<file path="src/rtl/trap_sequencer.sv">
// Machine-mode trap entry / MRET sequencer: flushes, drives the single CSR write port, then redirects the PC.
// Optional CSR-ack watchdog enabled by defining TRAP_SEQ_WATCHDOG_EN.
module trap_sequencer #(
   parameter int XLEN       = 64,
   parameter int WDOG_LIMIT = 16
) (
   input  logic            CLK,
   input  logic            RESET,
   input  logic            TRAP_REQ,
   input  logic [XLEN-1:0] TRAP_CAUSE,
   input  logic [XLEN-1:0] TRAP_PC,
   input  logic [XLEN-1:0] TRAP_TVAL,
   input  logic            MRET_REQ,
   input  logic [XLEN-1:0] MTVEC,
   input  logic [XLEN-1:0] MEPC,
   input  logic [XLEN-1:0] MSTATUS,
   input  logic            CSR_WACK,
   output logic            CSR_WE,
   output logic [11:0]     CSR_WADDR,
   output logic [XLEN-1:0] CSR_WDATA,
   output logic            FLUSH,
   output logic            WB_STALL,
   output logic            PC_MUX,
   output logic [XLEN-1:0] TARGET,
   output logic            BUSY,
   output logic            WDOG_ERR
);

   localparam logic [11:0] ADDR_MSTATUS = 12'h300;
   localparam logic [11:0] ADDR_MEPC    = 12'h341;
   localparam logic [11:0] ADDR_MCAUSE  = 12'h342;
   localparam logic [11:0] ADDR_MTVAL   = 12'h343;

   if (WDOG_LIMIT < 1) begin : g_bad_wdog_limit
      $error("trap_sequencer: WDOG_LIMIT must be at least 1");
   end

   typedef enum logic [2:0] {
      S_IDLE,
      S_FLUSH,
      S_W_MEPC,
      S_W_MCAUSE,
      S_W_MTVAL,
      S_W_MSTATUS,
      S_R_MSTATUS,
      S_REDIRECT
   } state_t;

   state_t          state;
   state_t          state_nx;

   logic [XLEN-1:0] snap_cause;
   logic [XLEN-1:0] snap_pc;
   logic [XLEN-1:0] snap_tval;
   logic [XLEN-1:0] snap_mtvec;
   logic [XLEN-1:0] snap_mepc;
   logic [XLEN-1:0] snap_mstatus;
   logic            is_trap;
   logic [XLEN-1:0] target_q;

   logic            accept_trap;
   logic            accept_mret;
   logic            write_state;
   logic            wdog_hit;
   logic            load_target;
   logic            we;
   logic [11:0]     waddr;
   logic [XLEN-1:0] wdata;
   logic            flush;
   logic            pc_mux;
   logic            wdog_err;

   // Trap entry: MPIE <- MIE, MIE <- 0, MPP <- M.
   function automatic logic [XLEN-1:0] mstatus_on_trap(input logic [XLEN-1:0] ms);
      logic [XLEN-1:0] r;
      r        = ms;
      r[7]     = ms[3];
      r[3]     = 1'b0;
      r[12:11] = 2'b11;
      return r;
   endfunction

   // MRET: MIE <- MPIE, MPIE <- 1, MPP <- U.
   function automatic logic [XLEN-1:0] mstatus_on_mret(input logic [XLEN-1:0] ms);
      logic [XLEN-1:0] r;
      r        = ms;
      r[3]     = ms[7];
      r[7]     = 1'b1;
      r[12:11] = 2'b00;
      return r;
   endfunction

   // Only interrupts are vectored; exceptions always land on the base.
   function automatic logic [XLEN-1:0] trap_target(input logic [XLEN-1:0] tvec,
                                                   input logic [XLEN-1:0] cause);
      logic [XLEN-1:0] base;
      base = tvec & ~XLEN'(3);
      if (tvec[1:0] == 2'b01 && cause[XLEN-1])
         return base + XLEN'({cause[5:0], 2'b00});
      return base;
   endfunction

   assign accept_trap = (state == S_IDLE) && TRAP_REQ;
   assign accept_mret = (state == S_IDLE) && !TRAP_REQ && MRET_REQ;
   assign write_state = (state == S_W_MEPC) || (state == S_W_MCAUSE) ||
                        (state == S_W_MTVAL) || (state == S_W_MSTATUS) ||
                        (state == S_R_MSTATUS);

   always_ff @(posedge CLK) begin
      if (RESET) begin
         state        <= S_IDLE;
         snap_cause   <= '0;
         snap_pc      <= '0;
         snap_tval    <= '0;
         snap_mtvec   <= '0;
         snap_mepc    <= '0;
         snap_mstatus <= '0;
         is_trap      <= 1'b0;
         target_q     <= '0;
      end else begin
         state <= state_nx;
         if (accept_trap) begin
            snap_cause   <= TRAP_CAUSE;
            snap_pc      <= TRAP_PC;
            snap_tval    <= TRAP_TVAL;
            snap_mtvec   <= MTVEC;
            snap_mstatus <= MSTATUS;
            is_trap      <= 1'b1;
         end else if (accept_mret) begin
            snap_mepc    <= MEPC;
            snap_mstatus <= MSTATUS;
            is_trap      <= 1'b0;
         end
         if (load_target)
            target_q <= is_trap ? trap_target(snap_mtvec, snap_cause)
                                : (snap_mepc & ~XLEN'(1));
      end
   end

`ifdef TRAP_SEQ_WATCHDOG_EN
   localparam int WDOG_W = $clog2(WDOG_LIMIT + 1);
   logic [WDOG_W-1:0] wdog_cnt;

   // Restarts on every state change, so each write state gets a fresh budget.
   always_ff @(posedge CLK) begin
      if (RESET || (state_nx != state))
         wdog_cnt <= '0;
      else if (write_state && !CSR_WACK)
         wdog_cnt <= wdog_cnt + WDOG_W'(1);
   end

   assign wdog_hit = write_state && (wdog_cnt == WDOG_W'(WDOG_LIMIT));
`else
   assign wdog_hit = 1'b0;
`endif

   always_comb begin
      state_nx    = state;
      we          = 1'b0;
      waddr       = '0;
      wdata       = '0;
      flush       = 1'b0;
      pc_mux      = 1'b0;
      wdog_err    = 1'b0;
      load_target = 1'b0;
      case (state)
         S_IDLE: begin
            if (TRAP_REQ || MRET_REQ)
               state_nx = S_FLUSH;
         end
         S_FLUSH: begin
            flush    = 1'b1;
            state_nx = is_trap ? S_W_MEPC : S_R_MSTATUS;
         end
         S_W_MEPC: begin
            we    = 1'b1;
            waddr = ADDR_MEPC;
            wdata = snap_pc & ~XLEN'(3);
            if (CSR_WACK)
               state_nx = S_W_MCAUSE;
         end
         S_W_MCAUSE: begin
            we    = 1'b1;
            waddr = ADDR_MCAUSE;
            wdata = snap_cause;
            if (CSR_WACK)
               state_nx = S_W_MTVAL;
         end
         S_W_MTVAL: begin
            we    = 1'b1;
            waddr = ADDR_MTVAL;
            wdata = snap_tval;
            if (CSR_WACK)
               state_nx = S_W_MSTATUS;
         end
         S_W_MSTATUS: begin
            we    = 1'b1;
            waddr = ADDR_MSTATUS;
            wdata = mstatus_on_trap(snap_mstatus);
            if (CSR_WACK) begin
               state_nx    = S_REDIRECT;
               load_target = 1'b1;
            end
         end
         S_R_MSTATUS: begin
            we    = 1'b1;
            waddr = ADDR_MSTATUS;
            wdata = mstatus_on_mret(snap_mstatus);
            if (CSR_WACK) begin
               state_nx    = S_REDIRECT;
               load_target = 1'b1;
            end
         end
         S_REDIRECT: begin
            pc_mux   = 1'b1;
            state_nx = S_IDLE;
         end
         default: state_nx = S_IDLE;
      endcase

      // A timed-out write abandons the sequence without redirecting.
      if (wdog_hit) begin
         we          = 1'b0;
         waddr       = '0;
         wdata       = '0;
         wdog_err    = 1'b1;
         load_target = 1'b0;
         state_nx    = S_IDLE;
      end
   end

   assign CSR_WE    = we;
   assign CSR_WADDR = waddr;
   assign CSR_WDATA = wdata;
   assign FLUSH     = flush;
   assign PC_MUX    = pc_mux;
   assign WDOG_ERR  = wdog_err;
   assign TARGET    = target_q;
   assign BUSY      = (state != S_IDLE);
   assign WB_STALL  = (state != S_IDLE);

endmodule

</file>
<file path="config.mk">
export PLATFORM = sky130hd
export DESIGN_NAME = trap_sequencer
export DESIGN_NICKNAME = d
export VERILOG_FILES = /design/src/rtl/trap_sequencer.sv
export SDC_FILE = /design/constraint.sdc
export NUM_CORES = 1
export LEC_CHECK = 0
export ABC_AREA = 0
export CAP_MARGIN = 20
export CORE_AREA = 3 3 208 210
export DETAILED_ROUTE_END_ITERATION = 10
export DIE_AREA = 0 0 211 213
export GPL_TIMING_DRIVEN = 0
export PLACE_DENSITY = 0.76
export SETUP_SLACK_MARGIN = 0.02
export SYNTH_ARGS = -nofsm -noshare
export SYNTH_HDL_FRONTEND = slang
export SYNTH_SLANG_ARGS = --single-unit
</file>
<file path="constraint.sdc">
create_clock -name CLK -period 3.2 [get_ports CLK]
set_clock_uncertainty 0.15 [all_clocks]
set_input_delay 0.64 -clock CLK [delete_from_list [all_inputs] [get_ports CLK]]
set_output_delay 0.64 -clock CLK [all_outputs]
set_load 0.02 [all_outputs]
</file>
* Yosys cells after proc, flatten, opt, wreduce, memory -nomap -nowiden
Cells that the tools add are included.
** Operators by class
- Add/sub/neg operators :: 1
- Multiply operators :: 0
- Div/mod/pow operators :: 0
- Order comparisons :: 0
- Eq/ne operators :: 13
- Shift operators :: 0
- Muxes and demuxes :: 24
- Bitwise operators :: 1
- Reductions and logical operators :: 13
** Operators with widths (number)
- 64-bit two-way mux :: 5
- 64-bit case mux with 5 select lines :: 1
- 64-bit by 8-bit adder with 64-bit output :: 1
- 10-bit case mux with 4 select lines :: 1
- 3-bit case mux with 7 select lines :: 1
- 3-bit two-way mux :: 6
- 3-bit == test (second input constant) :: 4
- 1-bit two-way mux :: 10
- 3-bit by 2-bit == test with 1-bit output (second input constant) :: 2
- 2-bit inequality test (second input constant) :: 3
- 5-bit AND reduction :: 1
- 5-bit OR reduction :: 1
- 1-bit logical AND :: 4
- 2-bit by 1-bit inequality test with 1-bit output (second input constant) :: 2
- 3-bit by 1-bit == test with 1-bit output (second input constant) :: 1
- 3-bit zero test :: 1
- 3-bit nonzero test :: 1
- 2-bit by 1-bit == test with 1-bit output (second input constant) :: 1
- 2-bit AND reduction :: 1
- 2-bit nonzero test :: 1
- 2-bit OR reduction :: 1
- 1-bit zero test :: 1
- 1-bit logical OR :: 1
- 1-bit inverter :: 1
** Word-level totals
- Register bits after elaboration :: 452
- Latch bits :: 0
- Bits in writable memories :: 0
- Bits in read-only memories :: 0
- Bits of input ports :: 389
- Output and inout port bits :: 146
- Logic and storage cells :: 61
- Memories kept :: 0

* Longest topological paths before layout
Gate-level depths: netlist of run 1.
- Word-level depth :: 7
- Mapped depth :: 11
- Mapped depth without buffers :: 8

* Worst setup path before layout of run 1
OpenSTA, ideal clock, no wires.
- Path kind :: reg-to-output
- Start :: register state[0]
- End :: output port CSR_WDATA[10]
- Arrival :: 1.770 ns
- Data required time :: 2.410 ns
- Slack :: 0.640 ns
- Cell stages (with the launch flop) :: 8
- Buffers on the path :: 2
- Cell sequence :: dfxtp_1 -> inv_1 -> ha_1 -> and2_1 -> clkbuf_1 -> clkbuf_1 -> a22o_1 -> a221o_1
** On the way
- Cells in the longest elaborated chain, start to end :: 2
- Elaborated cells between the ends (all ways) :: 6
- Those cells by class :: eq/ne (5); mux (1)
** RTL lines
- from (decl) :: line 49 : state_t state;
- from (signal assigned) :: line 121 : state <= state_nx;
- 3-bit == test or 3-bit by 2-bit == test with 1-bit output (tied branches) :: line 166 : case (state)
- 64-bit case mux with 5 select lines (*) :: line 166
- to (decl) :: line 20 : output logic [XLEN-1:0] CSR_WDATA,
Mark *: on every way between the ends. The rest lies on a longest branch, timed or not.

* Final worst setup path of run 1
- Start :: register state[0]
- End :: output port CSR_WDATA[3]
The elaborated chain is that of the path after synthesis.

==> summary.md, run 1 <==
| Metric | Value |
|---|---|
| Cell Area, Synth | 18800 um2 |
| Total grt overflow | 0 |
| Critical Path Start Type | flop |
| Die Height | 213 um |
| Synthesis-stage register bit count | 446 |
| Syn Inst Count | 2410 |
| CTS Buf Count | 47 |
| Worst hold margin | 302 ps |
| Final period util | 102% |
| DIE AREA | 44900 um2 |
| Ys flop type | dfxtp_1 |
| Failing checks | setup timing |
| Vias in the first global route | 20.2k |
| Clock buffer depth | 3 |
| Synthesized area per cell | 7.78 um2 |
| CTS clk-pin slew, worst paths | 60 ps |
| Commonest non-fill, non-tap cell in the layout | nand2_1 |
| Yosys top cell area share | 47.6% |
| Crit Path Max Fanout | 10 |
| Period minus WS final | 3260 ps |
| Fraction of registers with async set/reset | 0% |
| Max Transition Viols Final | 0 |
| Vias per inst | 5.70 |
| GRT busiest layer | met2 |
| Seq/Total Area, Yosys | 47.6% |
| Pleak | 9.75 nW |
| Final Instance Area | 26600 um2 |
| Initial antenna violation count | 11 |
| Placement Cell Area | 24700 um2 |
| Layout cells sized above 1 | 7.98% |
| WP data arrival | 2470 ps |
| Crit path buffers/inverters | 4 |
| Crit. End Element | output port |
| Wirelength per Cell | 23.4 um |
| DRC | 0 |
| Met2 Use GR | 61.8% |
| Slew @ Worst Pin | 1030 ps |
| Die width | 211 um |
| Final WS setup | -63.3 ps |
| CTS Hold Buffers Added | 0 |
| Cell variety after synth | 58 |
| Crit path max-delay family | buffers and inverters |
| Synth area leaders | dfxtp_1 48%, nand2_1 16%, a21oi_1 12% |
| First-pass GRT wire length | 120000 um |
| PortBufs | 519 |
| Initial drt markers | 1734 |
| TritonRoute pass-1 iters | 6 |
| Post-detail-place hpwl | 63400 um |
| Num ports | 535 |
| Gpl congestion | 0.954 |
| Clock Latency Late Sink | 580 ps |
| TritonCTS clock tree | done |
| Antenna Nets Post-Route | 0 |
| Vias | 20.4k |
| Final setup fails | 7 |
| Slew margin rel. | 31.2% |
| Final WL | 83600 um |
| Status | finished with violations |
| Final Hold Viols | 0 |
| Slowest CP cell | a222oi_1 |
| Crit path largest cell delay | 420 ps |
| CTS sink cnt | 446 |
| Yosys warning count | 0 |
| Maximum vdd drop | 0.390 mV |
| Pwr/cell area | 733 nW/um2 |
| Req. time, crit path | 2410 ps |
| CTS Root Buffer Type | clkbuf_16 |
| GR Util met3 | 7.57% |
| Cell Chain, Critical Path | ha_2 > nor2b_1 > clkbuf_8 > clkbuf_16 > a222oi_1 > inv_1 > buf_2 |
| Post-synth EDFFs | 0 |
| Final Net Count | 3401 |
| Area Growth Syn to Fin | 41.8% |
| Area leader, netlist | dfxtp_1 |
| RSZ-0062 raised after global routing | true |
| Rows | 75 |
| Initial Util | 44.9% |
| Met1 usage | 41.1% |
| Post-placement setup slack | -918 ps |
| Critical setup path kind | reg2out |
| GRT Total Usage | 35.5% |
| Core region area | 41800 um2 |
| Max Cap Violations | 0 |
| Most frequent cells in the layout | 800 x nand2_1, 454 x a21oi_1, 451 x clkdlybuf4s50_1, 444 x dfxtp_1, 158 x clkbuf_1 |
| F_max | 0.306 GHz |
| CTS H-tree depth | 2 |
| Largest net degree at the start of global routing | 14 |
| Hold/Removal Path Class | reg2reg |
==> flip-flops by register name (all words and copies together), names as in the netlist <==
register / count
snap_cause: 64
snap_mtvec: 64
snap_tval: 64
TARGET: 63
snap_mepc: 63
snap_mstatus: 62
snap_pc: 62
state: 3
is_trap: 1
==> cells by family after synthesis <==
logic type	count (synthesis)	share of synthesized area [%]
muxes	1	0.0600
other	1	0.0200
DFF	446	47.6
AOI/OAI and AO/OA	661	21.3
xor gates and xnor gates	57	2.66
and+or+nand+nor	1002	22.6
adders and majority gates	11	0.774
buffers and inverters	231	4.93
==> synthesized netlist by cell type (19+ instances only) <==
| master | n |
|---|---|
| o22ai_1 | 41 |
| a22o_1 | 58 |
| and3_1 | 53 |
| a221o_1 | 58 |
| xnor2_1 | 45 |
| nand2_1 | 802 |
| nor2_1 | 44 |
| nor4_1 | 19 |
| a21oi_1 | 454 |
| inv_1 | 21 |
| dfxtp_1 | 446 |
| clkbuf_1 | 182 |
==> per-layer routing <==
layer	vias up	share of wire (%)
met5	-	0.060
met4	8	5.8
met3	257	9.0
met2	1140	48
met1	9593	37
li1	9406	-
==> area by class of cell <==
cell class | count | area (um2)
plain buffers | 208 | 1230
well taps | 539 | 674
multi-input cells | 1742 | 9020
diodes | 7 | 17.5
flip-flops and latches | 446 | 8940
clock buffers | 64 | 1310
inverters | 21 | 81.3
fillers | 3680 | 15200
repair buffers | 535 | 5190
clock inverters | 16 | 134
==> timing repair <==
item | in CTS | in global routing
setup buffers | 3 | 8
gates cloned | 1 | 4
gates resized for setup | 373 | 82
pin swaps | 1 | 2
setup endpoints to repair | 136 | 123
==> worst register-to-register path, stage by stage, from the launching register on <==
cell      delay (ps)
dfxtp_1          360
ha_1             250
fa_1             410
a21o_1           210
a311o_1          350
clkbuf_1         230
nand2_2          230
clkbuf_4         290
nor4_2            90
xnor2_1          240
o22ai_1          120
==> stage by stage <==
step | power, mW | instances | utilization, % | setup TNS, ps
3_3_place_gp | 13.5 | 3476 | 59.0 | -83540
2_1_floorplan | 10.6 | 2418 | - | 0
4_1_cts | 19.1 | 3559 | 63.2 | -796
6_report | 19.5 | 3578 | 63.7 | -186
5_1_grt | 20.3 | 3575 | 63.7 | -656
3_5_place_dp | 13.6 | 3477 | 59.1 | -80820
==> power breakdown <==
part / internal, mW / switching, mW / total (mW) / leakage (nW)
combinational: 2.57 / 4.49 / 7.07 / 5.39
clock: 3.01 / 2.25 / 5.26 / 0.725
sequential: 6.48 / 0.678 / 7.15 / 3.64
total: 12.1 / 7.42 / 19.5 / 9.75
==> final timing paths <==
| check | from | to | slack, ps | cells past startpoint |
|---|---|---|---|---|
| hold reg to reg | snap_mstatus[63]$_SDFFE_PP0P_ | snap_mstatus[63]$_SDFFE_PP0P_ | 300 | 2 |
| setup / recovery | state[0]$_SDFFE_PP0P_ | CSR_WDATA[3] | -60 | 7 |
| hold / removal | snap_mstatus[63]$_SDFFE_PP0P_ | snap_mstatus[63]$_SDFFE_PP0P_ | 300 | 2 |
| setup reg to reg | snap_cause[0]$_SDFFE_PP0P_ | TARGET[60]$_SDFFE_PP0P_ | 150 | 10 |
No activity file was read; power rests on OpenSTA's default activity.
==> run 2, diff against run 1 <==
==> constraint.sdc (replaced) <==
create_clock -name CLK -period 3.2 [get_ports CLK]
set_clock_uncertainty 0.15 [all_clocks]
set_input_delay 0.96 -clock CLK [delete_from_list [all_inputs] [get_ports CLK]]
set_output_delay 0.96 -clock CLK [all_outputs]
set_load 0.02 [all_outputs]
==> summary.md, run 2 (synthesis results as in run 1) <==
| Metric | Value |
|---|---|
| Final setup fails | 65 (was 7) |
| Wirelength per Cell | 23.8 um (was 23.4 um) |
| Most frequent cells in the layout | 800 x nand2_1, 454 x a21oi_1, 446 x clkdlybuf4s50_1, 443 x dfxtp_1, 152 x clkbuf_1 (was 800 x nand2_1, 454 x a21oi_1, 451 x clkdlybuf4s50_1, 444 x dfxtp_1, 158 x clkbuf_1) |
| Initial antenna violation count | 12 (was 11) |
| Final Net Count | 3412 (was 3401) |
| WP data arrival | 2450 ps (was 2470 ps) |
| PortBufs | 519 (unchanged) |
| Num ports | 535 (unchanged) |
| Slowest CP cell | dfxtp_4 (was a222oi_1) |
| Core region area | 41800 um2 (unchanged) |
| CTS clk-pin slew, worst paths | 60 ps (about the same) |
| Worst hold margin | 302 ps (about the same) |
| Slew @ Worst Pin | 1120 ps (was 1030 ps) |
| Antenna Nets Post-Route | 0 (unchanged) |
| DIE AREA | 44900 um2 (unchanged) |
| Slew margin rel. | 25.6% (was 31.2%) |
| Top Registers | snap_cause x64, snap_mtvec x64, snap_tval x64 (unchanged) |
| Top sig layer | met5 (unchanged) |
| Final WL | 85500 um (was 83600 um) |
| Critical Path Start Type | flop (unchanged) |
| Internal power | 12.4 mW (was 12.1 mW) |
| Dpl cells | 3477 (unchanged) |
| GRT Total Usage | 36.2% (was 35.5%) |
| Maximum vdd drop | 0.390 mV (about the same) |
| Wire length on met1 | 30900 um (was 30800 um) |
| Hold/Removal Path Class | reg2reg (unchanged) |
| CTS Buf Count | 47 (unchanged) |
| Clock buffer depth | 3 (unchanged) |
| Worst r2r path cells | 10 (unchanged) |
| Post-detail-place hpwl | 63400 um (unchanged) |
| Gpl congestion | 0.954 (unchanged) |
| Critical setup path kind | reg2out (unchanged) |
| Cell Chain, Critical Path | inv_4 > ha_4 > nor2b_4 > clkbuf_16 > clkbuf_16 > a22o_1 > a221o_1 > buf_6 (was ha_2 > nor2b_1 > clkbuf_8 > clkbuf_16 > a222oi_1 > inv_1 > buf_2) |
| Worst Min Path Start | snap_mstatus[63]$_SDFFE_PP0P_ (unchanged) |
| TritonRoute pass-1 iters | 7 (was 6) |
| Die Height | 213 um (unchanged) |
| Total grt overflow | 0 (unchanged) |
| Routed length on met3 | 8350 um (was 7510 um) |
| Largest net degree at the start of global routing | 14 (unchanged) |
| Setup TNS | -16360 ps (was -186 ps) |
| # fillers | 3633 (was 3680) |
| Die width | 211 um (unchanged) |
| Max Transition Viols Final | 0 (unchanged) |
| Layout cells sized above 1 | 8.81% (was 7.98%) |
| Combinational Power Share | 37.7% (was 36.3%) |
| FF-to-FF End | TARGET[42]$_SDFFE_PP0P_ (was TARGET[60]$_SDFFE_PP0P_) |
| Reg2reg setup slack | 140 ps (was 150 ps) |
| TritonCTS clock tree | done (unchanged) |
| Final period util | 111% (was 102%) |
| Crit path largest cell delay | 410 ps (was 420 ps) |
| Most numerous cell on the critical path | clkbuf_16 |
| Switching part of the total | 38.2% (was 38.1%) |
| Layout Cells excl Fill | 3590 (was 3578) |
| Req. time, crit path | 2090 ps (was 2410 ps) |
| Failing checks | setup timing (unchanged) |
| DRC | 0 (unchanged) |
| F_max | 0.281 GHz (was 0.306 GHz) |
| Status | finished with violations (unchanged) |
| Rows | 75 (unchanged) |
| WL met2 | 41300 um (was 40300 um) |
| Net Switching | 7.62 mW (was 7.42 mW) |
| Pleak | 9.89 nW (was 9.75 nW) |
| Share of total power in the clock network | 26.4% (was 27.0%) |
| Sequential power share | 35.9% (was 36.7%) |
| Post-placement setup slack | -1240 ps (was -918 ps) |
| Worst hold endpoint | snap_mstatus[63]$_SDFFE_PP0P_ (unchanged) |
| Hold Crit Depth | 2 (unchanged) |
| CTS H-tree depth | 2 (unchanged) |
| Area Growth Syn to Fin | 44.0% (was 41.8%) |
| First-pass GRT wire length | 122000 um (was 120000 um) |
| Vias per inst | 5.75 (was 5.70) |
| CTS Root Buffer Type | clkbuf_16 (unchanged) |
| Final Hold Viols | 0 (unchanged) |
| Crit. End Element | output port (unchanged) |
| RSZ-0062 raised after global routing | true (unchanged) |
| Period minus WS final | 3560 ps (was 3260 ps) |
| Max Cap Violations | 0 (unchanged) |
| Vias in the first global route | 20.4k (was 20.2k) |
| CTS sink cnt | 446 (unchanged) |
| Reg2Reg Launch Point | state[0]$_SDFFE_PP0P_ (was snap_cause[0]$_SDFFE_PP0P_) |
| Initial drt markers | 2006 (was 1734) |
| Initial Util | 44.9% (unchanged) |
| Final WS setup | -358 ps (was -63.3 ps) |
| Clock Latency Late Sink | 590 ps (was 580 ps) |
| Crit Path Max Fanout | 7 (was 10) |
| Vias | 20.6k (was 20.4k) |
| Util after Layout | 64.7% (was 63.7%) |
| Commonest non-fill, non-tap cell in the layout | nand2_1 (unchanged) |
| Pwr/cell area | 740 nW/um2 (was 733 nW/um2) |
run 2: changes by cell type in the layout (fill, tap and decap cells not counted), moves of 2 or more:
cell,change
clkbuf_4,+2
clkbuf_1,-6
clkdlybuf4s50_1,-5
buf_2,-18
clkbuf_2,+6
clkbuf_16,+7
buf_4,-6
buf_6,+31
nor2b_4,+2
run 2: worst max path at each step:
stage | from | to | slack, ps
after floorplan | state[0]$_SDFFE_PP0P_ | CSR_WDATA[10] | 320
after detailed placement | state[0]$_SDFFE_PP0P_ | CSR_WDATA[3] | -1240
final | state[0]$_SDFFE_PP0P_ | CSR_WDATA[30] | -360
after global routing | state[0]$_SDFFE_PP0P_ | CSR_WDATA[3] | -370
after CTS | state[0]$_SDFFE_PP0P_ | CSR_WDATA[30] | -330
after global placement | state[0]$_SDFFE_PP0P_ | CSR_WDATA[30] | -1180
run 2: timing repair:
action,in CTS,in global routing
cloned,10,4
gates resized for setup,510,53
hold buffers,0,0
pin swaps,19,9
setup buffers,10,3
endpoints found under the setup margin,139,180
run 2: final cells by class:
type                    instances  area, um2  share of cell area [%]
multi-input cells            1742       9050                    33.5
flip-flops and latches        446       8940                    33.1
repair buffers                546       5480                    20.3
clock buffers                  64       1310                    4.85
plain buffers                 208       1300                    4.82
well taps                     539        674                    2.50
clock inverters                16        134                   0.496
inverters                      21       83.8                   0.310
diodes                          8       20.0                  0.0741
run 2: worst max-delay path: cells and delay by family, from the launching register on:
family / cells / cell delay (ps)
simple gates: 1 / 150
fa+ha+maj: 1 / 160
flops: 1 / 410
buf+inv: 4 / 580
compound gates: 2 / 550
run 2: through the flow:
| step | power (mW) | cell area [um2] |
|---|---|---|
| after floorplan | 10.6 | 18800 |
| after global placement | 13.5 | 24700 |
| after detailed placement | 13.6 | 24700 |
| after CTS | 19.6 | 26800 |
| after global routing | 20.7 | 27000 |
| final | 20.0 | 27000 |
run 2: power by group through the flow:
stage	logic, mW	clock network, mW	registers [mW]
after global routing	7.96	5.50	7.25
after CTS	7.20	5.27	7.14
after floorplan	3.58	0	7.02
final	7.52	5.27	7.18
after global placement	6.31	0	7.16
after detailed placement	6.42	0	7.21
run 2: routing by layer:
metal | vias up | track usage, %
met4 | 8 | 20.3
met3 | 271 | 7.85
li1 | 9414 | -
met2 | 1253 | 62.9
met5 | - | 0
met1 | 9699 | 41.5
